<file path="src/rtl/pipe_ctrl_pkg.sv">
// Shared types and defaults for the pipeline stall/flush controller.
package pipe_ctrl_pkg;

    typedef enum logic [1:0] {
        RUN      = 2'd0,
        MEM_WAIT = 2'd1,
        ERROR    = 2'd2
    } state_t;

    localparam int REG_AW      = 5;
    localparam int DEF_TIMEOUT = 64;
    localparam int DEF_CNT_W   = 16;

endpackage

</file>
<file path="src/rtl/sat_counter.sv">
// Saturating up-counter with synchronous active-low clear.
module sat_counter #(
    parameter int W = 16
) (
    input  logic         clk,
    input  logic         clear_n,
    input  logic         inc,
    output logic [W-1:0] count
);

    always_ff @(posedge clk) begin
        if (!clear_n)
            count <= '0;
        else if (inc && (count != '1))
            count <= count + 1'b1;
    end

endmodule

</file>
<file path="src/rtl/pipe_hazard_ctrl.sv">
// Central stall/flush controller: data-cache wait FSM with watchdog,
// load-use bubble insertion, taken-branch flush and perf counters.
module pipe_hazard_ctrl
    import pipe_ctrl_pkg::*;
#(
    parameter int TIMEOUT = DEF_TIMEOUT,
    parameter int CNT_W   = DEF_CNT_W
) (
    input  logic              clk_i,
    input  logic              rst_i,
    input  logic              idex_memRead_i,
    input  logic [REG_AW-1:0] idex_rt_i,
    input  logic [REG_AW-1:0] ifid_rs_i,
    input  logic [REG_AW-1:0] ifid_rt_i,
    input  logic              branch_taken_i,
    input  logic              mem_req_i,
    input  logic              mem_ack_i,
    output logic              pc_write_o,
    output logic              ifid_stall_o,
    output logic              idex_stall_o,
    output logic              exmem_stall_o,
    output logic              memwb_stall_o,
    output logic              ifid_flush_o,
    output logic              idex_bubble_o,
    output logic              wd_error_o,
    output logic [CNT_W-1:0]  stall_cnt_o,
    output logic [CNT_W-1:0]  hazard_cnt_o,
    output logic [CNT_W-1:0]  flush_cnt_o
);

    localparam int WW = (TIMEOUT > 2) ? $clog2(TIMEOUT) : 1;
    localparam logic [WW-1:0] WAIT_LAST = WW'(TIMEOUT - 1);

    state_t        state, state_nxt;
    logic [WW-1:0] wait_cnt;
    logic          wd_err;

    logic load_use, miss;
    logic full_stall, lu_act, br_act;

    assign load_use = idex_memRead_i && (idex_rt_i != '0) &&
                      ((idex_rt_i == ifid_rs_i) || (idex_rt_i == ifid_rt_i));
    assign miss     = mem_req_i && !mem_ack_i;

    // Memory stall outranks load-use, which outranks branch flush.
    always_comb begin
        state_nxt  = state;
        full_stall = 1'b0;
        lu_act     = 1'b0;
        br_act     = 1'b0;
        case (state)
            RUN: begin
                if (miss) begin
                    full_stall = 1'b1;
                    state_nxt  = MEM_WAIT;
                end else if (load_use) begin
                    lu_act = 1'b1;
                end else if (branch_taken_i) begin
                    br_act = 1'b1;
                end
            end
            MEM_WAIT: begin
                if (mem_ack_i) begin
                    state_nxt = RUN;
                end else begin
                    full_stall = 1'b1;
                    if (wait_cnt == WAIT_LAST)
                        state_nxt = ERROR;
                end
            end
            ERROR: full_stall = 1'b1;
            default: state_nxt = RUN;
        endcase
    end

    // Reset forces a safe pipeline: no PC update, NOPs into IF/ID and ID/EX.
    assign pc_write_o    = rst_i & ~full_stall & ~lu_act;
    assign ifid_stall_o  = rst_i & (full_stall | lu_act);
    assign idex_stall_o  = rst_i & full_stall;
    assign exmem_stall_o = rst_i & full_stall;
    assign memwb_stall_o = rst_i & full_stall;
    assign ifid_flush_o  = ~rst_i | br_act;
    assign idex_bubble_o = ~rst_i | lu_act;
    assign wd_error_o    = wd_err;

    always_ff @(posedge clk_i) begin
        if (!rst_i) begin
            state    <= RUN;
            wait_cnt <= '0;
            wd_err   <= 1'b0;
        end else begin
            state  <= state_nxt;
            wd_err <= wd_err | (state_nxt == ERROR);
            // Cleared while in RUN so every MEM_WAIT entry starts a fresh window.
            if (state == RUN)
                wait_cnt <= '0;
            else if (state == MEM_WAIT)
                wait_cnt <= wait_cnt + 1'b1;
        end
    end

    sat_counter #(.W(CNT_W)) u_stall_cnt (
        .clk     (clk_i),
        .clear_n (rst_i),
        .inc     (full_stall),
        .count   (stall_cnt_o)
    );

    sat_counter #(.W(CNT_W)) u_hazard_cnt (
        .clk     (clk_i),
        .clear_n (rst_i),
        .inc     (lu_act),
        .count   (hazard_cnt_o)
    );

    sat_counter #(.W(CNT_W)) u_flush_cnt (
        .clk     (clk_i),
        .clear_n (rst_i),
        .inc     (br_act),
        .count   (flush_cnt_o)
    );

endmodule

</file>
<file path="config.mk">
export PLATFORM = sky130hd
export DESIGN_NAME = pipe_hazard_ctrl
export DESIGN_NICKNAME = d
export VERILOG_FILES = /design/src/rtl/pipe_ctrl_pkg.sv /design/src/rtl/sat_counter.sv /design/src/rtl/pipe_hazard_ctrl.sv
export SDC_FILE = /design/constraint.sdc
export NUM_CORES = 1
export LEC_CHECK = 0
export BUFFER_PORTS_ARGS = -buffer_cell sky130_fd_sc_hd__buf_2
export CAP_MARGIN = 25
export CORE_ASPECT_RATIO = 0.9
export CORE_MARGIN = 2
export CORE_UTILIZATION = 45
export DETAILED_ROUTE_END_ITERATION = 8
export HOLD_SLACK_MARGIN = 0.03
export PLACE_DENSITY_LB_ADDON = 0.1
export SYNTH_ARGS = -nofsm -noshare
export SYNTH_HDL_FRONTEND = slang
export SYNTH_HIERARCHICAL = 1
export SYNTH_SLANG_ARGS = --single-unit
</file>
<file path="constraint.sdc">
create_clock -name clk_i -period 3 [get_ports clk_i]
set_clock_uncertainty 0.2 [all_clocks]
set_input_delay 0.15 -clock clk_i [delete_from_list [all_inputs] [get_ports clk_i]]
set_output_delay 0.15 -clock clk_i [all_outputs]
set_load 0.01 [all_outputs]
</file>
# After elaboration in Yosys (flattened, before gate mapping)

Cells that the tools add are included.

Output and inout bits: 56
Bits in registers: 57
Input bits: 21

Muxes and demuxes: 14
Bitwise logic cells: 11
Eq/ne operators: 9
Reduce and logical (&&, ||, !) cells: 11
Add/sub/neg operators: 4

Operator list:

| cell                    | count |
|---|---|
| $add A16 B1 Y16 const B | 3 |
| $ne A16 B16 Y1 const B  | 3 |
| $eq A5 B5 Y1            | 2 |
| $mux W1                 | 9 |
| $add A6 B1 Y6 const B   | 1 |
| $eq A6 B6 Y1 const B    | 1 |
| $logic_and A1 B1 Y1     | 6 |
| $mux W2                 | 3 |
| $pmux W2 S3             | 1 |
| $reduce_bool A5 Y1      | 1 |
| $and A1 B1 Y1           | 4 |
| $eq A2 B2 Y1 const B    | 2 |
| $or A1 B1 Y1            | 4 |
| $not A1 Y1              | 3 |
| $pmux W1 S3             | 1 |
| $eq A2 B1 Y1 const B    | 1 |
| $logic_not A2 Y1        | 1 |
| $reduce_or A2 Y1        | 1 |
| $logic_not A1 Y1        | 1 |
| $logic_or A1 B1 Y1      | 1 |

# Depth between registers and ports, before layout

Gate-level depths: netlist of run 1.

Word-level depth: 8
Gate-level depth with buffers: 8
Mapped depth without buffers: 8

# Hierarchy

The synthesis of run 1 kept the hierarchy.

By module, submodules not included:

| module           | sequential area each (um^2) | times used | cells each | area an instance (um^2) |
|---|---|---|---|---|
| sat_counter      | 320.3                       | 3          | 97         | 837.1 |
| pipe_hazard_ctrl | 180.2                       | 1          | 80         | 621.8 |

# Worst setup path before layout of run 1

OpenSTA, ideal clock, no wires.

Path type: reg-to-reg
From: reg state[1]
To: reg u_flush_cnt.count[7]
Data required time: 2.729 ns
Setup slack: 0.680 ns
Period minus slack after synthesis: 2.320 ns
Stages on the path, launching flop included: 8
Setup time: 0.071 ns
Arrival time: 2.049 ns
Cells stage by stage: dfxtp_1 -> clkbuf_1 -> a211oi_1 -> nand2_1 -> a21oi_1 -> nand2_1 -> or4_1 -> a21oi_1

Cells in the longest elaborated chain, start to end: 3

RTL lines:

| item                     | RTL line               | text |
|---|---|---|
| start: declaration       | pipe_hazard_ctrl.sv:34 | `state_t state, state_nxt;` |
| start signal: assignment | pipe_hazard_ctrl.sv:92 | `state <= state_nxt;` |
| $logic_not A2 Y1         | pipe_hazard_ctrl.sv:51 | `case (state)` |
| $mux W1                  | pipe_hazard_ctrl.sv:51 |  |
| named net br_act         | pipe_hazard_ctrl.sv:39 | `logic full_stall, lu_act, br_act;` |
| $logic_and A1 B1 Y1      | sat_counter.sv:14      | `else if (inc && (count != '1))` |
| end signal: assignment   | sat_counter.sv:15      | `count <= count + 1'b1;` |
| end: declaration         | sat_counter.sv:8       | `output logic [W-1:0] count` |

The timed path passes the listed nets, and every way through them passes these cells.
A chain may end at the register's enable or synchronous reset.

# Worst setup path after layout of run 1

From: in mem_ack_i
To: reg u_hazard_cnt.count[9]

Cells in the longest elaborated chain, start to end: 5

RTL lines:

| item                   | RTL line               | text |
|---|---|---|
| start: declaration     | pipe_hazard_ctrl.sv:17 | `input logic mem_ack_i,` |
| $logic_not A1 Y1       | pipe_hazard_ctrl.sv:43 | `assign miss = mem_req_i && !mem_ack_i;` |
| $logic_and A1 B1 Y1    | pipe_hazard_ctrl.sv:43 |  |
| $mux W1                | pipe_hazard_ctrl.sv:53 | `if (miss) begin` |
| $mux W1                | pipe_hazard_ctrl.sv:51 |  |
| named net lu_act       | pipe_hazard_ctrl.sv:39 |  |
| $logic_and A1 B1 Y1    | sat_counter.sv:14      |  |
| end signal: assignment | sat_counter.sv:15      |  |
| end: declaration       | sat_counter.sv:8       |  |

The timed path passes the listed nets, and every way through them passes these cells.

==> metrics.md, run 1 <==
| Metric | Value |
|---|---|
| Status | finished clean |
| Worst EP required | 3.06 ns |
| Mapped Cells | 371 |
| Finished Core Util | 0.573 |
| Simple-Gate Fraction of Synth Area | 0.331 |
| Main area contributors after synthesis | dfxtp_1 36%, a21oi_1 5.3%, nand2_1 4.6%, xnor2_1 3.9%, or4_1 3.8% |
| Final HPWL DP | ~5.3 mm |
| Synth Area per Inst | between 8 and 9 sq um |
| Largest area contributor in the netlist | dfxtp_1 |
| Area of the multi-input gates | between 1500 and 2000 sq um |
| Synthesized area | around 3100 sq um |
| Die Area | roughly 7600 sq um |
| CP peak stage delay | 0.53 ns |
| Post-Synth Adder-Cell Area | 0.0160 |
| Pre-CTS WS | 0.452 ns |
| TNS Setup | 0 ns |
| Worst-Skew Late Latency | between 0.3 and 0.4 ns |
| Final Cycle Share | 0.885 |
| Total gr overflow | 0 |
| Distinct cells, synth | 44 |
| Most used cell, CP | nand2_1 |
| Hold_ws | between 0.08 and 0.09 ns |
| Antenna-violating nets left | 0 |
| Initial Utilization | 0.471 |
| Final nets | ~480 |
| Vias per inst | 5.62 |
| Commonest register cell after synthesis | dfxtp_1 |
| Vias in the first global route | about 2,800 |
| Setup ws final | 0.344 ns |
| Most frequent cell after synthesis | dfxtp_1 |
| Critical path class | primary input to flop |
| RSZ-0062 raised after global routing | false |
| Area delta synth->final | 21.8% |
| Core area | about 6700 sq um |
| Fin crit period | approximately 2.7 ns |
| Hold Path Class | primary input to flop |
| Number of vias in the routed layout | just over 3,000 |
| Drt first-iter violations | between 70 and 80 |
| Synth cell count leaders | 57 x dfxtp_1, 38 x nand2_1, 33 x a21oi_1 |
| Clock Sinks | 57 |
| DRC viols | 0 |
| Largest net degree at the start of global routing | 26 |
| Multiplexer share of the synthesized area | 0.0288 |
| IO Port Bufs | 76 |
| H-tree depth | 3 |
| CP Cell Sequence | dlygate4sd3_1 > buf_2 > inv_1 > a211oi_1 > nand2_1 > nor2_1 > nand2_1 > or4_1 > a21oi_1 |
| Die width | 92.0 um |
| Worst VDD drop | about 0.43 mV |
| Initial antenna violation count | 0 |
| Overall Global Routing Usage | 0.205 |
| TritonRoute pass-1 iters | 5 |
| CTS Buf Count | 9 |
| Total setup violations reported at the end of the flow | 0 |
| Register area | between 1000 and 1500 sq um |
| Count of final max-slew check failures | 0 |
| Total wire length | 7.46 mm |
| Warnings from Yosys | 6 |
| Clock Pin Slew Worst Setup and Hold Paths | around 0.060 ns |
| Yosys top cell area share | 0.364 |
| Slew headroom | 0.556 |
| Largest family of logic cells by synthesized area | simple AND/OR/NAND/NOR gates |
| First-pass GRT wire length | about 13 mm |
| Worst Setup End Kind | flop |
| Clock tree buffer depth | 2 |
| Chip Height | 83.2 um |
| Largest fanout on the critical path | 10 |
| Slowest CP cell | or4_1 |
| Max-cap violation count | 0 |
| Async SR Flop Fraction | 0 |
| Root buf cell | clkbuf_8 |
| Ant diodes | 0 |
| Layout cells sized above 1 | 0.229 |
| Std cell rows | 28 |
| Post-CTS sizing | 0 |
| Sequential element share of the synthesized area | 0.364 |
| Worst Setup Start Kind | primary input |
| Fillers | roughly 640 |
| Lkg Pwr | 0.00146 uW |
| CTS tree | built |
| # IOs | 77 |
| Pwr/cell area | between 400 and 500 nW/um^2 |
| Post-synthesis compound-gate area fraction | 0.175 |
| GP Congestion | between 0.7 and 0.8 |
| Least-Margin Pin Slew | between 0.6 and 0.7 ns |
| Syn nets | ~400 |
| Synth Area in XOR/XNOR | 0.0503 |
| Max Fclk | ~0.38 GHz |
| DR WL/cell | 13.6 um |
| Number of synthesized flops with an enable pin | 0 |
| Count of final hold-check violations | 0 |
| Flops & latches, synth | between 50 and 60 |
| Worst EP arrival | around 2.7 ns |
[through the flow]
step	cell area [sq um]	std cells	power, uW
3_5_place_dp	3600	531	888
6_report	3810	548	1590
5_1_grt	3810	548	1660
2_1_floorplan	3130	371	845
3_3_place_gp	3600	531	886
4_1_cts	3810	548	1610
[critical path: cells and delay by family]
| kind | cells | cell delay (ns) |
|---|---|---|
| and+or+nand+nor | 4 | 1.34 |
| AOI/OAI and AO/OA | 2 | 0.55 |
| buffers and inverters | 3 | 0.67 |
[area by class of cell]
cell class / instances / share of cell area
Clock buffer: 12 / 0.0407
Clock inverter: 3 / 0.0105
Inverter: 14 / 0.0138
Multi-Input combinational cell: 290 / 0.494
Sequential cell: 57 / 0.299
Tap cell: 90 / 0.0295
Timing Repair Buffer: 82 / 0.113
[registers in the layout (all words and copies together), names as in the netlist]
| signal | count |
|---|---|
| u_flush_cnt/count | 16 |
| u_hazard_cnt/count | 16 |
| u_stall_cnt/count | 16 |
| wait_cnt | 6 |
| state | 2 |
| wd_error_o | 1 |
[cells in the final DEF (no fill, tap or decap), types with 7 or more instances in the layout]
master	netlist	final
buf_2	0	76
dfxtp_1	57	57
nand2_1	38	38
a21oi_1	33	33
nor2_1	23	23
nand3_1	20	20
o21ai_0	17	17
or4_1	16	16
o31ai_1	15	15
xnor2_1	14	14
inv_1	14	14
clkbuf_8	0	11
nand4_1	10	10
nor4_1	10	10
and4_1	9	9
mux2i_1	9	9
or3_1	8	8
nand2b_1	7	7
nor3_1	7	7
[layer usage]
layer | GRT usage | routed length, um
met1 | 0.272 | 3550
met5 | 0 | 0
met4 | 0.0516 | 90
met3 | 0.0635 | 487
met2 | 0.326 | 3330
[worst paths after layout]
check        slack (ns)                     end  cells after the start  startpoint
max                0.34   u_hazard_cnt/count[9]                      9   mem_ack_i
min                0.08  u_hazard_cnt/count[10]                      2       rst_i
max reg2reg        0.41   u_hazard_cnt/count[9]                      6    state[1]
min reg2reg        0.27              wd_error_o                      2  wd_error_o
[repair_timing]
action / CTS / global route
hold buffers: 2 / 0
endpoints found under the hold margin: 3 / 0
buffers inserted: 0 / 0
[kinds of logic after synthesis]
logic type / count (synthesis)
compound gates: 87
mux: 9
fa+ha+maj: 4
flops: 57
xor+xnor: 18
simple gates: 172
buf+inv: 24
[power breakdown]
part | internal, uW | switching [uW]
Combinational | 44.4 | 60.0
Sequential | 762 | 7.15
Clock | 422 | 294
Total | 1230 | 361
(Power assumes the default switching activity.)
==> run 2: changes to the inputs <==
Settings changed: ABC_AREA set to 1, SETUP_SLACK_MARGIN set to 0.5, SKIP_LAST_GASP set to 1.
==> metrics.md, run 2 <==
| Metric | Value |
|---|---|
| Status | finished clean |
| Hold Path Class | flop to flop |
| Max-cap violation count | 0 (unchanged) |
| Worst Setup Start Kind | flop |
| Worst EP required | 3.03 ns (-0.03 ns) |
| Worst VDD drop | 0.420 mV (-1.8%) |
| Final Cycle Share | 0.719 (-0.167) |
| Largest area contributor in the netlist | dfxtp_1 |
| Slew headroom | 0.637 (+0.0816) |
| Final HPWL DP | 6.07 mm (+14%) |
| Finished Layout Cells | 755 (+38%) |
| Root buf cell | clkbuf_8 |
| TNS Setup | 0 ns (unchanged) |
| Clock tree buffer depth | 2 (unchanged) |
| Sequential element share of the synthesized area | 0.309 (-0.0551) |
| IO Port Bufs | 76 (unchanged) |
| Cells after DPL | 735 (+38%) |
| Yosys top cell area share | 0.309 (-0.0551) |
| Fin crit period | 2.16 ns (-0.500 ns) |
| DR WL/cell | 10.8 um (-21%) |
| Worst-Skew Late Latency | 0.34 ns (about the same) |
| Syn nets | 595 (+50%) |
| GP Congestion | 0.870 (+12%) |
| Warnings from Yosys | 6 (unchanged) |
| Initial Utilization | 0.462 (-0.00873) |
| Total setup violations reported at the end of the flow | 0 (unchanged) |
| Largest net degree at the start of global routing | 53 (+100%) |
| Clock Pin Slew Worst Setup and Hold Paths | 0.07 ns (about the same) |
| Total gr overflow | 0 (unchanged) |
| Vias per inst | 4.77 (-15%) |
| Distinct cells, synth | 25 (-43%) |
| Synth Area per Inst | 6.48 sq um (-23%) |
| Number of vias in the routed layout | 3,599 (+17%) |
| Finished Core Util | 0.546 (-0.0272) |
| Synthesized area | 3690 sq um (+18%) |
| RSZ-0062 raised after global routing | false |
| Largest regs | u_flush_cnt/count x16, u_hazard_cnt/count x16, u_stall_cnt/count x16 |
| Ant diodes | 0 (unchanged) |
| Post-CTS sizing | 0 (unchanged) |
| Layout cells sized above 1 | 0.244 (+0.0146) |
| Lkg Pwr | 0.00216 uW (+48%) |
| Most frequent cell after synthesis | nand2_1 |
| Overall Global Routing Usage | 0.192 (-0.0130) |
| CTS tree | built |
| Number of synthesized flops with an enable pin | 0 (unchanged) |
| Critical path class | flop to flop |
| Clock Sinks | 57 (unchanged) |
| Antenna-violating nets left | 0 (unchanged) |
| Max Fclk | 0.464 GHz (+23%) |
| Drt first-iter violations | 93 (+24%) |
| Commonest non-fill, non-tap cell in the layout | nand2_1 |
| Largest fanout on the critical path | 8 (-2) |
| TritonRoute pass-1 iters | 4 (-1) |
| Synth cell count leaders | 161 x nand2_1, 124 x nor2_1, 57 x dfxtp_1 |
| Die width | 99.5 um (+8.2%) |
| Count of final hold-check violations | 0 (unchanged) |
| Die Area | 8940 sq um (+17%) |
| Vias in the first global route | 3,320 (+20%) |
| Mapped Cells | 570 (+54%) |
| Area delta synth->final | 18.2% |
| Async SR Flop Fraction | 0 (unchanged) |
| Core area | 7990 sq um (+20%) |
| Std cell rows | 31 (+11%) |
| Commonest register cell after synthesis | dfxtp_1 |
| H-tree depth | 3 (unchanged) |
| Pwr/cell area | 427 nW/um^2 (+2.4%) |
| First-pass GRT wire length | 14.4 mm (+10%) |
| Flops & latches, synth | 57 (unchanged) |
| Count of final max-slew check failures | 0 (unchanged) |
| CTS Buf Count | 9 (unchanged) |
| Chip Height | 89.9 um (+8.1%) |
| DRC viols | 0 (unchanged) |
| Worst EP arrival | 2.19 ns (-0.52 ns) |
| Least-Margin Pin Slew | 0.544 ns (-0.117 ns) |
| Most frequent cells in the layout | 161 x nand2_1, 124 x nor2_1, 76 x buf_2 |
| Final nets | 676 (+41%) |
| Total wire length | 8.13 mm (+8.9%) |
| # IOs | 77 (unchanged) |
| Worst Setup End Kind | flop |
| Main area contributors after synthesis | dfxtp_1 31%, nand2_1 16%, nor2_1 13%, nand3_1 5.8%, nor2_4 5.5% |
| Initial antenna violation count | 0 (unchanged) |
==> run 2: stage by stage <==
stage	setup WS (ns)	total power, uW	area, sq um	hold slack, ns
floorplan	1.14	894	3690	0.0586
global placement	0.943	921	4060	0.245
detailed placement	0.859	923	4060	0.244
CTS	0.855	1890	4360	0.265
global route	0.582	1950	4360	0.304
finish	0.844	1860	4360	0.264
==> run 2: routing by layer <==
layer | wire (um) | vias up | track usage
met3 | 364 | 2 | 0.0575
met2 | 3750 | 63 | 0.313
met1 | 3970 | 1606 | 0.247
met5 | 0 | - | 0
li1 | - | 1928 | -
met4 | 38 | 0 | 0.0502
==> run 2: report_power, final <==
group | internal, uW | switching [uW]
combinational | 52.8 | 83.5
clock | 634 | 318
sequential | 764 | 8.36
total | 1450 | 410
==> run 2: cells by family after synthesis <==
group	count (synthesis)	synth area share
AO/OA/AOI/OAI	32	0.0441
buffers and inverters	67	0.0946
AND/OR/NAND/NOR	406	0.529
flip-flops	57	0.309
XOR/XNOR	4	0.00949
adder cells (fa/ha/maj)	4	0.0136
==> run 2: critical path, cell delays in order, from the launching register on <==
cell and delay (ns):
dfxtp_1 0.37, nor2_1 0.20, inv_1 0.06, nor2_1 0.17
nand3_1 0.17, inv_1 0.23, nand3_1 0.12, or2_0 0.21
nor2_1 0.14, nand3_1 0.09, nand2_1 0.07, nor2_1 0.04
==> run 2: area by class of cell <==
type / instances / area [sq um]
Clock inverter: 6 / 130
Sequential cell: 57 / 1140
Timing Repair Buffer: 81 / 428
Clock buffer: 10 / 128
Multi-Input combinational cell: 446 / 2200
Fill cell: 818 / 3630
Inverter: 56 / 210
Tap cell: 99 / 124
==> run 2: worst paths after layout <==
check                   from               endpoint  slack, ns  depth (start not counted)
setup / recovery    state[1]  u_flush_cnt/count[13]       0.84                         11
hold / removal    wd_error_o             wd_error_o       0.26                          2
setup reg to reg    state[1]  u_flush_cnt/count[13]       0.84                         11
hold reg to reg   wd_error_o             wd_error_o       0.26                          2
==> run 2: timing repair <==
| item | in CTS | in global routing |
|---|---|---|
| setup buffers | 0 | 0 |
| hold endpoints to repair | 3 | 0 |
| hold buffers | 4 | 0 |
